==> config.mk <==
export PLATFORM = sky130hd
export DESIGN_NAME = mem_access_ctrl
export DESIGN_NICKNAME = d
export VERILOG_FILES = /design/src/rtl/mem_access_ctrl.sv
export SDC_FILE = /design/constraint.sdc
export NUM_CORES = 1
export LEC_CHECK = 0
export CAP_MARGIN = 20
export CORE_AREA = 4 4 160 162
export CTS_BUF_LIST = sky130_fd_sc_hd__clkbuf_2
export DETAILED_ROUTE_END_ITERATION = 10
export DIE_AREA = 0 0 164 166
export GPL_ROUTABILITY_DRIVEN = 0
export PLACE_DENSITY = 0.53
export SLEW_MARGIN = 40
export SYNTH_ARGS = -nofsm -noshare
export SYNTH_HDL_FRONTEND = slang
export SYNTH_SLANG_ARGS = --single-unit
export TNS_END_PERCENT = 30
==> constraint.sdc <==
create_clock -name clk -period 2.94 [get_ports clk]
set_input_delay 0.588 -clock clk [delete_from_list [all_inputs] [get_ports clk]]
set_output_delay 0.588 -clock clk [all_outputs]
set_load 0.05 [all_outputs]
==> src/rtl/mem_access_ctrl.sv <==
// M-stage memory access sequencer: drives loads/stores onto a handshaked data bus,
// checks alignment, times out stalled transfers and survives flushes mid-transaction.
module mem_access_ctrl #(
  parameter int unsigned TIMEOUT = 255,
  parameter int unsigned CNT_W   = 8
) (
  input  logic        clk,
  input  logic        reset,
  input  logic        flush,
  input  logic        req_valid,
  output logic        req_ready,
  input  logic [2:0]  req_op,
  input  logic [31:0] req_addr,
  input  logic [31:0] req_wdata,
  output logic        resp_valid,
  output logic [31:0] resp_rdata,
  output logic        exc_adel,
  output logic        exc_ades,
  output logic        exc_bus,
  output logic        bus_req,
  output logic        bus_we,
  output logic [31:0] bus_addr,
  output logic [3:0]  bus_byteen,
  output logic [31:0] bus_wdata,
  input  logic        bus_ack,
  input  logic [31:0] bus_rdata,
  output logic [3:0]  ext_byteen,
  output logic        ext_op,
  output logic [31:0] ext_din,
  input  logic [31:0] ext_dout
);

  typedef enum logic [1:0] {S_IDLE, S_BUS, S_RESP, S_DRAIN} state_e;

  state_e           state_q, state_d;
  logic [2:0]       op_q, op_d;
  logic [31:0]      addr_q, addr_d;
  logic [31:0]      wdata_q, wdata_d;
  logic [31:0]      rdata_q, rdata_d;
  logic [CNT_W-1:0] cnt_q, cnt_d;
  logic [2:0]       exc_q, exc_d;   // {bus, ades, adel}

  logic       is_load;
  logic       timeout;
  logic [3:0] byteen;

  function automatic logic [3:0] lane_en(input logic [2:0] op, input logic [1:0] a);
    case (op)
      3'd0, 3'd5:       lane_en = 4'b1111;
      3'd1, 3'd2, 3'd6: lane_en = a[1] ? 4'b1100 : 4'b0011;
      default:          lane_en = 4'b0001 << a;
    endcase
  endfunction

  function automatic logic misaligned(input logic [2:0] op, input logic [1:0] a);
    case (op)
      3'd0, 3'd5:       misaligned = (a != 2'b00);
      3'd1, 3'd2, 3'd6: misaligned = a[0];
      default:          misaligned = 1'b0;
    endcase
  endfunction

  assign is_load = (op_q < 3'd5);
  assign timeout = (cnt_q == CNT_W'(TIMEOUT - 1));
  assign byteen  = lane_en(op_q, addr_q[1:0]);

  always_comb begin
    state_d    = state_q;
    op_d       = op_q;
    addr_d     = addr_q;
    wdata_d    = wdata_q;
    rdata_d    = rdata_q;
    cnt_d      = cnt_q;
    exc_d      = exc_q;
    req_ready  = 1'b0;
    resp_valid = 1'b0;
    resp_rdata = '0;
    exc_adel   = 1'b0;
    exc_ades   = 1'b0;
    exc_bus    = 1'b0;
    bus_req    = 1'b0;
    bus_we     = 1'b0;
    bus_addr   = '0;
    bus_byteen = '0;
    bus_wdata  = '0;
    ext_byteen = '0;
    ext_op     = 1'b0;
    ext_din    = '0;

    case (state_q)
      S_IDLE: begin
        req_ready = 1'b1;
        if (req_valid && !flush) begin
          op_d    = req_op;
          addr_d  = req_addr;
          wdata_d = req_wdata;
          rdata_d = '0;
          cnt_d   = '0;
          if (misaligned(req_op, req_addr[1:0])) begin
            exc_d   = (req_op >= 3'd5) ? 3'b010 : 3'b001;
            state_d = S_RESP;
          end else begin
            exc_d   = '0;
            state_d = S_BUS;
          end
        end
      end

      S_BUS, S_DRAIN: begin
        bus_req    = 1'b1;
        bus_we     = !is_load;
        bus_addr   = {addr_q[31:2], 2'b00};
        bus_byteen = byteen;
        if (!is_load) begin
          case (op_q)
            3'd6:    bus_wdata = {2{wdata_q[15:0]}};
            3'd7:    bus_wdata = {4{wdata_q[7:0]}};
            default: bus_wdata = wdata_q;
          endcase
        end
        // A flush (now or earlier, via DRAIN) turns completion into a silent return to IDLE.
        if (bus_ack) begin
          if (is_load) rdata_d = bus_rdata;
          state_d = (state_q == S_BUS && !flush) ? S_RESP : S_IDLE;
        end else if (timeout) begin
          exc_d   = 3'b100;
          state_d = (state_q == S_BUS && !flush) ? S_RESP : S_IDLE;
        end else begin
          cnt_d = cnt_q + 1'b1;
          if (state_q == S_BUS && flush) state_d = S_DRAIN;
        end
      end

      S_RESP: begin
        state_d    = S_IDLE;
        resp_valid = !flush;
        {exc_bus, exc_ades, exc_adel} = flush ? 3'b000 : exc_q;
        if (is_load) begin
          ext_byteen = byteen;
          ext_op     = (op_q == 3'd1) || (op_q == 3'd3);
          ext_din    = rdata_q;
        end
        if (!flush && is_load && exc_q == 3'b000) resp_rdata = ext_dout;
      end

      default: state_d = S_IDLE;
    endcase
  end

  always_ff @(posedge clk or negedge reset) begin
    if (!reset) begin
      state_q <= S_IDLE;
      op_q    <= '0;
      addr_q  <= '0;
      wdata_q <= '0;
      rdata_q <= '0;
      cnt_q   <= '0;
      exc_q   <= '0;
    end else begin
      state_q <= state_d;
      op_q    <= op_d;
      addr_q  <= addr_d;
      wdata_q <= wdata_d;
      rdata_q <= rdata_d;
      cnt_q   <= cnt_d;
      exc_q   <= exc_d;
    end
  end

endmodule

* Yosys cells after proc, flatten, opt, wreduce, memory -nomap -nowiden *
Cells that the tools add are included.

operators by class
  add/subtract/negate cells = 1
  $mul = 0
  divide/modulo/power cells = 0
  order comparisons = 2
  equality and inequality tests = 21
  shifts and indexed selects = 1
  multiplexer cells = 47
  bitwise logic cells = 0
  reduce and logical (&&, ||, !) cells = 24

operators by type and width
  operator                                             count
  two-way mux 32 bit                                   10
  one-hot mux 32 bit (2 select lines)                  2
  two-way mux 8 bit                                    3
  two-way mux 2 bit                                    8
  two-way mux 4 bit                                    4
  one-hot mux 8 bit (2 select lines)                   1
  equality test 3 bit, second input constant           5
  two-way mux 3 bit                                    4
  != test 2 bit, second input constant                 6
  AND reduction 4 bit                                  3
  two-way mux 1 bit                                    11
  equality test 3 x 2 -> 1 bit, second input constant  3
  logical NOT 3 bit                                    3
  adder 8 x 1 -> 8 bit, second input constant          1
  equality test 8 bit, second input constant           1
  one-hot mux 4 bit (2 select lines)                   1
  equality test 3 x 1 -> 1 bit, second input constant  2
  one-hot mux 2 bit (3 select lines)                   1
  one-hot mux 3 bit (2 select lines)                   1
  OR reduction 2 bit                                   3
  OR reduction 3 bit                                   2
  logical AND 1 bit                                    5
  equality test 2 bit, second input constant           2
  != test 4 bit, second input constant                 1
  other kinds (10)                                     13

word-level totals
  bits in registers = 112
  latch bits = 0
  bits in writable memories = 0
  ROM bits = 0
  input bits = 136
  output and inout port bits = 144
  memories = 0

* Logic depth before layout (Yosys ltp) *
  depth in word-level cells = 8
  gate-level depth with buffers = 7
  gate-level depth less buffers = 6

* Worst setup path after synthesis *
No wires, ideal clock.

  path kind = reg-to-output
  start = register op_q[2]
  end = output port bus_wdata[28]
  arrival time = 2.329 ns
  required time = 2.352 ns
  path slack = 0.023 ns
  stages on the path, launching flop included = 7
  path through = dfrtp_1 -> clkbuf_1 -> o21a_1 -> buf_4 -> nand2_1 -> buf_2 -> a211oi_1

between the ends
  cells in the longest elaborated chain, start to end = 4
  elaborated cells between the ends (all ways) = 6
  those cells by class = order compare: 1; eq/ne: 2; mux: 3

ends and longest elaborated chain
  item                                 RTL line  source
  start: declaration                   36        logic [2:0] op_q, op_d;
  start signal: assignment             161       op_q <= op_d;
  equality test 3 bit                  115       case (op_q)
  one-hot mux 32 bit (2 select lines)  115
  two-way mux 32 bit (*)               114       if (!is_load) begin
  two-way mux 32 bit (*)               90        case (state_q)
  end: declaration                     24        output logic [31:0] bus_wdata,

Every way passes the cells marked *; elsewhere a longest branch is shown, timed or not.

* Worst setup path in the final report *
  start = register exc_q[1]
  end = output port resp_rdata[24]

between the ends
  cells in the longest elaborated chain, start to end = 4

ends and longest elaborated chain
  item                      RTL line  source
  start: declaration        41        logic [2:0] exc_q, exc_d;
  start signal: assignment  158       exc_q <= '0;
  start signal: assignment  166       exc_q <= exc_d;
  logical NOT 3 bit         143       if (!flush && is_load && exc_q == 3'b000) resp_rdata = ext_dout;
  logical AND 1 bit         143
  two-way mux 32 bit        143
  two-way mux 32 bit        90
  end: declaration          16        output logic [31:0] resp_rdata,

Every way passes these cells.

==> flow_summary.ini <==
[placed_design]
portBuffers = 277
hpwl_mm = 15.7
post-place-ws_ns = 0.392

[sta]
setup_viol = 0
maxSlewHeadroom = 0.566
setup_slack_ns = 0.0496
drv_slew = 0
hold-worst-slack_ns = 0.422
tightest_slew_ns = 0.650
rsz0062_at_grt = true
post-route-period-util = 0.983
hold_viol_final = 0
clock_skew_ns = 0.0527
max_freq_ghz = 0.346
layout_min_cycle_time_ns = 2.89
tns_ns = 0

[power_and_ir_drop]
irDropWorstVdd_v = 0.000336
netSwitchingPower_mw = 3.63
p_clk_frac = 0.095
switching_share = 0.486
power.share.combinational = 0.560
p_leak_nw = 4.61
p_int_mw = 3.83
powerDensity_nw_per_um2 = 756
seqPwrFrac = 0.345

[critical_path]
critPathMaxFanout = 16
crit_type = register to primary output
worstPathRequired_ns = 2.35
cp_top_family = simple AND/OR/NAND/NOR gates
cp_num_buf_inv = 3
crit_arrival_ns = 2.30
cpPeakStageDelay_ns = 0.47
crit_chain = or3_4 > nor4_4 > buf_6 > clkbuf_16 > and2_1 > buf_6
crit_top_cell = buf_6
crit_path_start_kind = register
cp_slowest_cell = dfrtp_1
end_kind = primary output

[final_layout]
utilization = 0.409
fin_nets = 1141
layout-drive-gt1-share = 0.194
area_growth_pct = 64.3

[floorplan]
core.rowCount = 57
start_util = 0.249
fp.coreArea_um2 = 24100
ioPinCount = 280
die_y_um = 166
die_area_um2 = 27200
fp.dieW_um = 164

[synthesis]
synth_top_cells_by_area = dfrtp_1 47%, nand2_1 17%, and2_1 11%
synthFlopType = dfrtp_1
syn_area_per_cell_um2 = 8.10
synth_top_area_cell = dfrtp_1
syn_area_um2 = 6000
netlist_instances = 741
seq_area_frac_synth = 0.467
ys_types = 43
synth_seq_cells = 112
yosysTopAreaCellShare = 0.467
async_reset_ff_frac = 1.00
ys_warn_count = 0
synth-edff-count = 0

[global_route]
grt_pass1_vias = 5855
grt_overflow = 0
grt_max_degree = 46
grt_antenna_before_repair = 4
grt_pass1_wl_mm = 34.0
grt_use_total = 0.157

[detailed_routing]
via_per_inst = 4.44
vias = 5928
drt_iter0_markers = 278
ant_nets = 0
wl_per_cell_um = 16.7
drtPass1Iterations = 4
drc_errors = 0
totalWireLength_mm = 22.3

[clocking]
cts_sinks = 112
cts_buffers = 9
htreeDepth = 3
cts_tree = built
clk_pin_slew_ns = 0.35
clkLatencyLatePin_ns = 0.63
root_buffer = clkbuf_2
clockBufferDepth = 2

[run_status]
status = finished, final reports clean

[flow_run]
drv_cap = 0

[worst_hold_path]
hold_path_class = input pin to register
==> state kept, by name (all words and copies together), names as in the netlist <==
name,flops
wdata_q,32
cnt_q,8
exc_q,3
addr_q,32
op_q,3
rdata_q,32
state_q,2
==> tightest hold or removal path, cell delays in order <==
cell and delay [ns]:
clkdlybuf4s50_1 0.40, nand2_1 0.06, nand2_1 0.04
==> power groups by stage <==
stage                     clock network (mW)  registers, mW  logic [mW]
after floorplan                            0           2.45        2.64
after global placement                     0           2.58        4.03
after detailed placement                   0           2.59        4.05
after CTS                              0.764           2.57        4.05
after global routing                   0.800           2.68        4.55
final                                  0.706           2.57        4.18
==> layer usage <==
metal	up-vias	routed length, µm	GRT usage
li1	2933	-	-
met1	2755	9630	0.206
met2	221	10300	0.250
met3	17	2170	0.0506
met4	2	274	0.0408
met5	-	13	0
==> worst paths after layout <==
| kind | from | to | slack, ns | cells after the start |
|---|---|---|---|---|
| max | exc_q[1] | resp_rdata[24] | 0.05 | 6 |
| min | req_addr[18] | addr_q[18] | 0.42 | 3 |
| max reg2reg | state_q[0] | rdata_q[0] | 0.90 | 6 |
| min reg2reg | addr_q[30] | addr_q[30] | 0.51 | 2 |
| max in group asynchronous | reset | wdata_q[15] | 1.70 | 3 |
| min in group asynchronous | reset | wdata_q[22] | 0.46 | 2 |
==> cell usage after synthesis (all sizes together) (9+ instances only) <==
cell    number
nand2      267
dfrtp      112
and2       102
o21ai       39
a22oi       33
clkbuf      32
buf         23
a21oi       22
nor2        20
mux2i       12
and3        10
nand3       10
a211oi       9
==> metrics by stage <==
step | instance area, µm² | power (mW) | cells
final | 9860 | 7.45 | 1334
after global routing | 9860 | 8.03 | 1334
after detailed placement | 9330 | 6.64 | 1308
after CTS | 9570 | 7.39 | 1326
after global placement | 9330 | 6.61 | 1308
after floorplan | 6010 | 5.09 | 742
==> cell families (layout without fill, tap and decap cells) <==
kind of cell / Yosys count / count (layout) / synth area share
AO/OA/AOI/OAI: 117 / 117 / 0.123
buffers and inverters: 62 / 328 / 0.0479
flip-flops: 112 / 112 / 0.467
other: 1 / 4 / 0.000625
XOR/XNOR: 2 / 2 / 0.00292
AND/OR/NAND/NOR: 433 / 433 / 0.334
multiplexers: 12 / 12 / 0.0200
adder cells (fa/ha/maj): 2 / 2 / 0.00417
==> layout by cell type, fill, tap and decap left out, drive strengths merged, types with 2 or more instances in the layout <==
cell           instances
clkdlybuf4s15          4
o21ai                 39
a22o                   2
a211oi                 9
ha                     2
dlygate4sd2           26
o21a                   2
a21oi                 22
clkbuf                12
nor2b                  2
nand3b                 2
a31oi                  3
nand2                267
nand3                 10
conb                   2
a22oi                 33
dfrtp                112
mux2i                 12
a21o                   3
and3                  10
and2                 102
buf                  137
inv                    8
clkdlybuf4s50        134
nor2                  20
clkinv                 4
nand2b                 5
diode                  2
nor4                   3
nor3                   7
==> area by class of cell <==
| type | count | area (µm²) |
|---|---|---|
| multi-input cells | 568 | 3050 |
| clock buffers | 10 | 50.0 |
| clock inverters | 6 | 53.8 |
| well taps | 324 | 405 |
| repair buffers | 305 | 3470 |
| flip-flops and latches | 112 | 2810 |
| fillers | 2469 | 14200 |
| inverters | 7 | 27.5 |
| diodes | 2 | 5.00 |
==> timing repair <==
action	CTS	global route
gates resized for setup	74	58
pin swaps	1	2
endpoints found under the hold margin	42	0
hold buffers	1	0
setup endpoints to repair	120	51
setup buffers	0	4
cloned	1	2
No activity file was read; power rests on OpenSTA's default activity.
